===== src/rtl/pwm_capture_if.sv =====
`default_nettype none
// ============================================================================
//  Module      : pwm_capture_if
//  Description : Result handshake between pwm_capture (producer) and its
//                consumer: measured width, level valid and acknowledge.
//  Revision    : 1.0 - initial release
// ============================================================================
interface pwm_capture_if;
  logic [31:0] pulse_length;
  logic        new_data_ready;
  logic        data_recieved;

  // Producer side: the capture block
  modport master (
    output pulse_length,
    output new_data_ready,
    input  data_recieved
  );

  // Consumer side: control logic reading results
  modport slave (
    input  pulse_length,
    input  new_data_ready,
    output data_recieved
  );
endinterface
`default_nettype wire


===== src/rtl/pwm_capture.sv =====
`default_nettype none
// ============================================================================
//  Module      : pwm_capture
//  Description : Measures the high time of a servo-style PWM input in clk
//                cycles, range-checks it, presents valid widths on a level
//                handshake and flags loss of signal.
//                Optional macro PWM_GLITCH_FILTER_EN inserts a debouncer of
//                FILTER_DEPTH cycles after the synchronizer.
//  Revision    : 1.0 - initial release
// ============================================================================
module pwm_capture #(
  parameter logic [31:0] MIN_PULSE_LENGTH = 32'hD0FC,
  parameter logic [31:0] MAX_PULSE_LENGTH = 32'h17CDC,
  parameter logic [31:0] TIMEOUT          = 32'h2191C0,
  parameter int unsigned FILTER_DEPTH     = 4
) (
  input  wire logic         clk,
  input  wire logic         reset_n,
  input  wire logic         pwm_in,
  pwm_capture_if.master     bus,
  output logic              range_err,
  output logic              overrun,
  output logic              signal_lost
);

  typedef enum logic [1:0] {
    SYNC      = 2'd0,
    WAIT_RISE = 2'd1,
    HIGH      = 2'd2
  } state_t;

  // Cycles after reset before the level pipeline reflects pwm_in; the
  // filter allowance is included so both builds share one settle rule.
  localparam int unsigned WARM   = 3 + FILTER_DEPTH;
  localparam int unsigned WARM_W = $clog2(WARM + 1);
  localparam logic [WARM_W-1:0] WARM_LAST = WARM_W'(WARM);

  logic        s1, s2, s3;
  logic        level;
  logic        rise_q, fall_q;
  logic [31:0] high_cnt;
  logic [31:0] since_rise;
  logic [WARM_W-1:0] warm_cnt;
  state_t      state, state_nxt;

  logic timeout_hit;
  logic warm_done;
  logic eval;
  logic in_range;
  logic good;
  logic bad;

  // Two-flop synchronizer for the asynchronous line
  always_ff @(posedge clk or negedge reset_n) begin
    if (!reset_n) begin
      s1 <= 1'b0;
      s2 <= 1'b0;
    end else begin
      s1 <= pwm_in;
      s2 <= s1;
    end
  end

`ifdef PWM_GLITCH_FILTER_EN
  localparam int unsigned FW = (FILTER_DEPTH > 1) ? $clog2(FILTER_DEPTH) : 1;
  localparam logic [FW-1:0] FILT_LAST = FW'(FILTER_DEPTH - 1);

  logic          filt;
  logic [FW-1:0] filt_cnt;

  // Debouncer: follow s2 only after it has disagreed for FILTER_DEPTH cycles
  always_ff @(posedge clk or negedge reset_n) begin
    if (!reset_n) begin
      filt     <= 1'b0;
      filt_cnt <= '0;
    end else if (s2 != filt) begin
      if (filt_cnt == FILT_LAST) begin
        filt     <= s2;
        filt_cnt <= '0;
      end else begin
        filt_cnt <= filt_cnt + 1'b1;
      end
    end else begin
      filt_cnt <= '0;
    end
  end

  assign level = filt;
`else
  assign level = s2;
`endif

  // Previous level and registered edges; rise_q/fall_q line up with s3
  always_ff @(posedge clk or negedge reset_n) begin
    if (!reset_n) begin
      s3     <= 1'b0;
      rise_q <= 1'b0;
      fall_q <= 1'b0;
    end else begin
      s3     <= level;
      rise_q <= level & ~s3;
      fall_q <= ~level & s3;
    end
  end

  // Settle counter so a pulse in progress at reset is never mistaken for a rise
  always_ff @(posedge clk or negedge reset_n) begin
    if (!reset_n)
      warm_cnt <= '0;
    else if (warm_cnt != WARM_LAST)
      warm_cnt <= warm_cnt + 1'b1;
  end

  // Saturating cycles-since-last-rise counter for loss-of-signal detection
  always_ff @(posedge clk or negedge reset_n) begin
    if (!reset_n)
      since_rise <= '0;
    else if (rise_q)
      since_rise <= '0;
    else if (since_rise != 32'hFFFF_FFFF)
      since_rise <= since_rise + 32'd1;
  end

  assign warm_done   = (warm_cnt == WARM_LAST);
  assign timeout_hit = (since_rise == TIMEOUT);
  assign eval        = (state == HIGH) && fall_q && !timeout_hit;
  assign in_range    = (high_cnt >= MIN_PULSE_LENGTH) && (high_cnt <= MAX_PULSE_LENGTH);
  assign good        = eval && in_range;
  assign bad         = eval && !in_range;

  // State register
  always_ff @(posedge clk or negedge reset_n) begin
    if (!reset_n)
      state <= SYNC;
    else
      state <= state_nxt;
  end

  // Next-state logic; a timeout abandons any measurement in progress
  always_comb begin
    state_nxt = state;
    if (timeout_hit) begin
      state_nxt = SYNC;
    end else begin
      case (state)
        SYNC:      if (warm_done && !s3) state_nxt = WAIT_RISE;
        WAIT_RISE: if (rise_q)           state_nxt = HIGH;
        HIGH:      if (fall_q)           state_nxt = WAIT_RISE;
        default:                         state_nxt = SYNC;
      endcase
    end
  end

  // High-time counter: starts at 1 on the rise, saturates instead of wrapping
  always_ff @(posedge clk or negedge reset_n) begin
    if (!reset_n)
      high_cnt <= '0;
    else if ((state == WAIT_RISE) && rise_q)
      high_cnt <= 32'd1;
    else if ((state == HIGH) && s3 && (high_cnt != 32'hFFFF_FFFF))
      high_cnt <= high_cnt + 32'd1;
  end

  // Result register, handshake and status flags
  always_ff @(posedge clk or negedge reset_n) begin
    if (!reset_n) begin
      bus.pulse_length   <= MIN_PULSE_LENGTH;
      bus.new_data_ready <= 1'b0;
      range_err          <= 1'b0;
      overrun            <= 1'b0;
      signal_lost        <= 1'b1;
    end else begin
      range_err <= bad;
      overrun   <= 1'b0;
      if (good) begin
        // A fresh result beats a same-cycle acknowledge
        bus.pulse_length   <= high_cnt;
        bus.new_data_ready <= 1'b1;
        overrun            <= bus.new_data_ready && !bus.data_recieved;
        signal_lost        <= 1'b0;
      end else if (bus.data_recieved) begin
        bus.new_data_ready <= 1'b0;
      end
      if (timeout_hit)
        signal_lost <= 1'b1;
    end
  end

endmodule
`default_nettype wire


===== src/flat_wrapper.sv =====
// flat-port wrapper written by rule: the top's interface ports become plain ports
module pwm_capture_flat 
#(
  parameter logic [31:0] MIN_PULSE_LENGTH = 32'hD0FC,
  parameter logic [31:0] MAX_PULSE_LENGTH = 32'h17CDC,
  parameter logic [31:0] TIMEOUT          = 32'h2191C0,
  parameter int unsigned FILTER_DEPTH     = 4
)
  (clk, reset_n, pwm_in, range_err, overrun, signal_lost, bus_pulse_length, bus_new_data_ready, bus_data_recieved);
  pwm_capture_if bus_i ();
  input  wire logic clk;
  input  wire logic reset_n;
  input  wire logic pwm_in;
  output logic range_err;
  output logic overrun;
  output logic signal_lost;
  output wire logic [$bits(bus_i.pulse_length)-1:0] bus_pulse_length;
  output wire logic [$bits(bus_i.new_data_ready)-1:0] bus_new_data_ready;
  input wire logic [$bits(bus_i.data_recieved)-1:0] bus_data_recieved;
  assign bus_pulse_length = bus_i.pulse_length;
  assign bus_new_data_ready = bus_i.new_data_ready;
  assign bus_i.data_recieved = bus_data_recieved;
  pwm_capture #(.MIN_PULSE_LENGTH(MIN_PULSE_LENGTH), .MAX_PULSE_LENGTH(MAX_PULSE_LENGTH), .TIMEOUT(TIMEOUT), .FILTER_DEPTH(FILTER_DEPTH)) u_core (.clk(clk), .reset_n(reset_n), .pwm_in(pwm_in), .bus(bus_i), .range_err(range_err), .overrun(overrun), .signal_lost(signal_lost));
endmodule

===== config.mk =====
export PLATFORM = sky130hd
export DESIGN_NAME = pwm_capture_flat
export DESIGN_NICKNAME = d
export VERILOG_FILES = /design/src/rtl/pwm_capture_if.sv /design/src/rtl/pwm_capture.sv /design/src/flat_wrapper.sv
export SDC_FILE = /design/constraint.sdc
export NUM_CORES = 1
export LEC_CHECK = 0
export CELL_PAD_IN_SITES_DETAIL_PLACEMENT = 0
export CELL_PAD_IN_SITES_GLOBAL_PLACEMENT = 1
export CORE_UTILIZATION = 42
export DETAILED_ROUTE_END_ITERATION = 7
export PLACE_DENSITY = 0.8
export SETUP_SLACK_MARGIN = 0.15
export SLEW_MARGIN = 20
export SYNTH_ARGS = -nofsm -noshare
export SYNTH_HDL_FRONTEND = slang
export SYNTH_SLANG_ARGS = --single-unit

===== constraint.sdc =====
create_clock -name clk -period 2.45 [get_ports clk]
set_clock_uncertainty 0.2 [all_clocks]
set_input_delay 0.49 -clock clk [delete_from_list [all_inputs] [get_ports clk]]
set_output_delay 0.49 -clock clk [all_outputs]
set_load 0.01 [all_outputs]

; ---- Yosys cells after proc, flatten, opt, wreduce, memory -nomap -nowiden
; Index checks and enable logic that the tools add are counted.
[classes]
add_sub_neg = 3
bitwise = 4
reduce_logical = 20
n_eq_ne = 10
magnitude_cmp = 2
n_mux = 14
[ops]
columns = op, count
row1 = 2-to-1 mux 32 bit, 4
row2 = adder 32 x 1 -> 32 bit (second input constant), 2
row3 = inequality test 32 bit (second input constant), 2
row4 = == test 32 x 22 -> 1 bit (second input constant), 1
row5 = >= comparator 32 x 16 -> 1 bit (second input constant), 1
row6 = <= comparator 32 x 17 -> 1 bit (second input constant), 1
row7 = logical AND 1 bit, 10
row8 = inequality test 3 x 1 -> 1 bit (second input constant), 3
row9 = 2-to-1 mux 2 bit, 4
row10 = nonzero test 2 bit, 4
row11 = case mux 2 bit (3 select lines), 1
row12 = 2-to-1 mux 1 bit, 5
row13 = zero test 1 bit, 4
row14 = adder 3 x 1 -> 3 bit (second input constant), 1
row15 = == test 3 bit (second input constant), 1
row16 = inequality test 3 bit (second input constant), 1
row17 = AND reduction 3 bit, 1
row18 = bitwise AND 1 bit, 2
row19 = == test 2 x 1 -> 1 bit (second input constant), 1
row20 = == test 2 bit (second input constant), 1
row21 = zero test 2 bit, 1
row22 = inverter 1 bit, 2
[word_totals]
word_cells = 67
inputBits = 4
output_inout_bits = 36
regBits = 110

; ---- Logic depth before layout (Yosys ltp)
; Gate-level depths: netlist of run 1.
[logic_depth]
depth_word = 6
depth_mapped = 8
depth_no_buf = 7

; ---- Worst setup path before layout of run 1
; Ideal clock, no wire load.
[synth_timing]
path_type = flip-flop to flip-flop
start = register u_core.since_rise[10]
end = register u_core.bus.pulse_length[16]
stages_incl_launch_ff = 7
synth_period_minus_slack_ns = 2.504
arrival_time_ns = 2.179
path_buffers = 1
setup_slack_ns = -0.054
path_cell_list = dfrtp_1 -> or4b_2 -> nor4_1 -> nand2_1 -> o2111ai_2 -> buf_2 -> mux2_2
[synth_between]
elab_chain_cells = 4
[synth_rtl]
columns = item, line_no
row1 = "start, declared", pwm_capture.sv:42  ; logic [31:0] since_rise;
row2 = "start signal, assigned", pwm_capture.sv:121  ; since_rise <= since_rise + 32'd1;
row3 = == test 32 x 22 -> 1 bit, pwm_capture.sv:125  ; assign timeout_hit = (since_rise == TIMEOUT);
row4 = zero test 1 bit, pwm_capture.sv:126  ; assign eval = (state == HIGH) && fall_q && !timeout_hit;
row5 = logical AND 1 bit, pwm_capture.sv:126
row6 = logical AND 1 bit, pwm_capture.sv:128  ; assign good = eval && in_range;
row7 = "end signal, assigned", pwm_capture.sv:177  ; bus.pulse_length <= high_cnt;
row8 = "end, declared", pwm_capture_if.sv:15  ; output pulse_length,
; Every way passes these cells.
; A chain may end at the register's enable or synchronous reset.

; ---- Worst setup path in the final report of run 1
[layout_timing]
start = register u_core.since_rise[9]
end = register u_core.bus.pulse_length[16]
; Same word-level chain as after synthesis.

==> results summary, run 1 <==
The run finished with clean final reports. The worst setup path is captured at a flip-flop. Synthesis handed over a netlist of 536 instances. The most common flop cell mapped by yosys is dfrtp_1. The total number of placement rows is 41. The horizontal die dimension is 116.1 µm.

Relative to the synthesized area, the layout overhead comes to 30.06%. The total nets after synthesis came out at about 550. On the critical path the largest part of the delay comes from simple AND/OR/NAND/NOR gates. Once the floorplan was initialized, standard cells occupied between 40 and 50% of the core. The number of buffers and inverters on the critical path came out at 2. For the worst-skew pair, the clock arrives at the later sink with an insertion delay of about 0.35 ns. The slack of the worst reg-to-reg path came out at 0.06 ns.

The number of buffers between clock root and the deepest sink came out at 2. The upper clock frequency limit is 418.8 MHz. The total length of routed wires came out at 13,680 µm. Traced cell by cell, the critical path runs through or4b_4 -> nor4_4 -> nand2_2 -> o2111ai_4 -> buf_6 -> buf_12 -> mux2_2.

The worst-case IR drop observed on VDD is 0.0004034 V. The final weighted congestion in routability-driven placement is 0.8508. The floorplan step defined a die boundary enclosing 0.01348 mm².

In this run the cell area of the synthesized design comes to between 0.005 and 0.006 mm². At the end of the flow, the number of nets in the layout was 641. The length of the first detailed-routing pass in iterations is 5. For the worst setup path, the data arrival time is 2.42 ns. The dominant cell by count in the synthesized netlist is dfrtp_1. The final hold violation count is 0. The slew of the pin with the lowest slew margin came out at just over 0.6 ns.

Setup slack closes at 0.06201 ns. The area share of the leading cell type in the synthesized netlist is 45.76%. In the final routed layout, each cell accounts on average for about 17 µm. The core footprint is 0.01267 mm². TritonCTS built the clock tree. The first global-routing pass estimated about 22,000 µm of wire. The static power due to leakage came out at around 2.9 nW. The worst endpoint required time is 2.48 ns. The number of antenna diodes came out at 0. The minimum clock period came out at 2.388 ns. The minimum setup slack after placement came out at 0.004785 ns. Among all stages on the critical path, the largest delay is contributed by or4b_4. Summed over all failing endpoints, the final setup total negative slack is 0 ns. The final critical-path share of the clock period is 97.47%.

The number of antenna violations at the first check in global routing came to 0. The via count of the first global-routing pass came out at 4,419. The delay of the slowest cell on the worst path is 0.51 ns. The share of synthesized registers carrying an async set or reset is 100.0%. The via density per instance is about 5.8. dfrtp_1 takes more of the synthesized area than any other cell. The port buffer count came out at 39. The number of nets still failing antenna checks after routing is 0. The total grt overflow came out at 0. The highest net fanout along the worst path came out at 9. After clock tree synthesis, the clock-pin slew on the worst setup and hold paths is ~0.070 ns. Setup repair after global routing could not meet its margin everywhere.

The count of yosys warnings during synthesis came out at 0. In the synthesized netlist, the cells that appear most often are dfrtp_1, a21oi_1, nand2_1, or3_1, nor2_1. The path class of the tightest hold or removal check is flip-flop to flip-flop. The number of maximum-capacitance violations is 0. Pin placement for this block handled 40 I/O pins. The synthesized netlist contains 59 unique library cells. The share of cells above drive strength 1 is roughly a quarter. STA classifies the critical path startpoint as a flip-flop. Setup violations remaining at the end of the flow were counted as 0.

The sequential area share after synthesis came out at approximately half. Measured against its own limit, the worst slew margin works out to 58.93%. For this design the ratio of total power to cell area is 559.7 mW/mm².

The synthesized area per cell came out at 10.20 µm². The clock net sink count is 110. The number of clock buffers inserted by TritonCTS is 9. The synthesized flop and latch total came out at 110.

Entering global routing, the biggest net connects between 40 and 50 pins. The number of synthesized flops with an enable pin came out at 0. The die boundary height is 116.1 µm. Sorting the synthesized cells by area gives the leading types as dfrtp_1, dfstp_2, a21oi_1. The global router's overall resource usage came out at a little over a fifth. The root buffer cell chosen for the clock tree is clkbuf_16. The initial detailed-routing violation count came out at between 200 and 300. The count of vias placed by the detailed router is 4,662.

The half-perimeter wire length of the detailed placement result is 8978 µm. The number of pins with negative max-slew slack in the final report is 0. The H-tree generated during clock tree synthesis spans 3 levels. By startpoint and endpoint, the worst setup path is classified as flip-flop to flip-flop.

The number of remaining DRC errors came out at 0.
area by class of cell:
class / count / area [µm²]
inverters: 10 / 37.54
clock inverters: 6 / 110.1
repair buffers: 102 / 1007
clock buffers: 10 / 229.0
flip-flops and latches: 110 / 2778
multi-input cells: 398 / 2736
fillers: 1086 / 5558
well taps: 172 / 215.2
what timing repair did:
action                                  in CTS  in global routing
cloned                                       2                  2
setup buffers                                5                 14
hold buffers                                 1                  0
hold endpoints to repair                    27                  0
gates resized for setup                     20                 26
pin swaps                                    4                 15
endpoints found under the setup margin      32                 86
cell families (layout without fill, tap and decap cells):
logic type / after synthesis / count (layout) / share of synthesized area, %
AO/OA/AOI/OAI: 114 / 114 / 12.77
XOR/XNOR: 5 / 5 / 0.8009
adder cells (fa/ha/maj): 6 / 6 / 1.373
buffers and inverters: 28 / 128 / 2.379
flip-flops: 110 / 110 / 50.56
multiplexers: 31 / 31 / 6.360
AND/OR/NAND/NOR: 242 / 242 / 25.76
cell usage in the layout (no fill, tap or decap), types with 8 or more instances in the layout:
cell             instances
a21oi_1                 43
and2_1                  19
and3_1                   8
buf_4                   50
clkbuf_16               11
clkdlybuf4s50_1         38
dfrtp_1                 90
dfrtp_2                 10
dfstp_2                 10
inv_1                   10
mux2_2                  11
mux2_4                  10
nand2_1                 37
nand3_1                 23
nand4_1                 19
nor2_1                  28
nor4_1                  11
o21ai_0                 23
o31ai_1                 17
or3_1                   27
or4_1                   17
power by group:
part / switching (W) / leakage, nW / internal (W) / total, W
clock: 0.000655 / 0.159 / 0.000998 / 0.00165
sequential: 0.0000647 / 1.45 / 0.00188 / 0.00194
combinational: 0.000228 / 1.28 / 0.000157 / 0.000385
registers in the layout (all words and copies together) (netlist names):
name / count
u_core.s3: 1
u_core.range_err: 1
u_core.fall_q: 1
u_core.signal_lost: 1
u_core.bus.pulse_length: 32
u_core.rise_q: 1
u_core.level: 1
u_core.since_rise: 32
u_core.high_cnt: 32
u_core.state: 2
u_core.warm_cnt: 3
u_core.overrun: 1
u_core.s1: 1
u_core.bus.new_data_ready: 1
path summary, 6_finish.rpt:
path,startpoint,end,cells after the start
min in group asynchronous,reset_n,u_core.bus.pulse_length[19],2
setup reg to reg,u_core.since_rise[9],u_core.bus.pulse_length[16],7
hold / removal,u_core.s1,u_core.level,0
hold reg to reg,u_core.s1,u_core.level,0
setup / recovery,u_core.since_rise[9],u_core.bus.pulse_length[16],7
max in group asynchronous,reset_n,u_core.signal_lost,3
metal layers:
metal,vias to the layer above,track usage (%),share of wire (%),wire [µm]
met5,-,0,0,0
met3,21,4.515,3.5,485
met2,116,33.89,49,6679
li1,2205,-,-,-
met4,0,7.521,2.3,318
met1,2320,28.13,45,6193
metrics by stage:
stage / power, W / hold slack, ns / instance area, µm² / instances / utilization, %
3_3_place_gp: 0.002336 / 0.1359 / 6347 / 768 / 50.09
2_1_floorplan: 0.002170 / -0.005591 / 5504 / 536 / -
5_1_grt: 0.004161 / 0.1769 / 7113 / 808 / 56.14
4_1_cts: 0.004021 / 0.1702 / 6863 / 792 / 54.16
6_report: 0.003981 / 0.1682 / 7113 / 808 / 56.14
3_5_place_dp: 0.002356 / 0.1411 / 6347 / 768 / 50.09
Note: power is estimated with default switching activity, not from simulation.
==> run 2: changes to the inputs <==
--- a/config.mk
+++ b/config.mk
@@ -11,7 +11,7 @@
 export DETAILED_ROUTE_END_ITERATION = 7
 export PLACE_DENSITY = 0.8
 export SETUP_SLACK_MARGIN = 0.15
-export SLEW_MARGIN = 20
+export SLEW_MARGIN = 25
 export SYNTH_ARGS = -nofsm -noshare
 export SYNTH_HDL_FRONTEND = slang
 export SYNTH_SLANG_ARGS = --single-unit
==> results of run 2 <==
The final DEF is identical to that of run 1; final timing and power are the same.
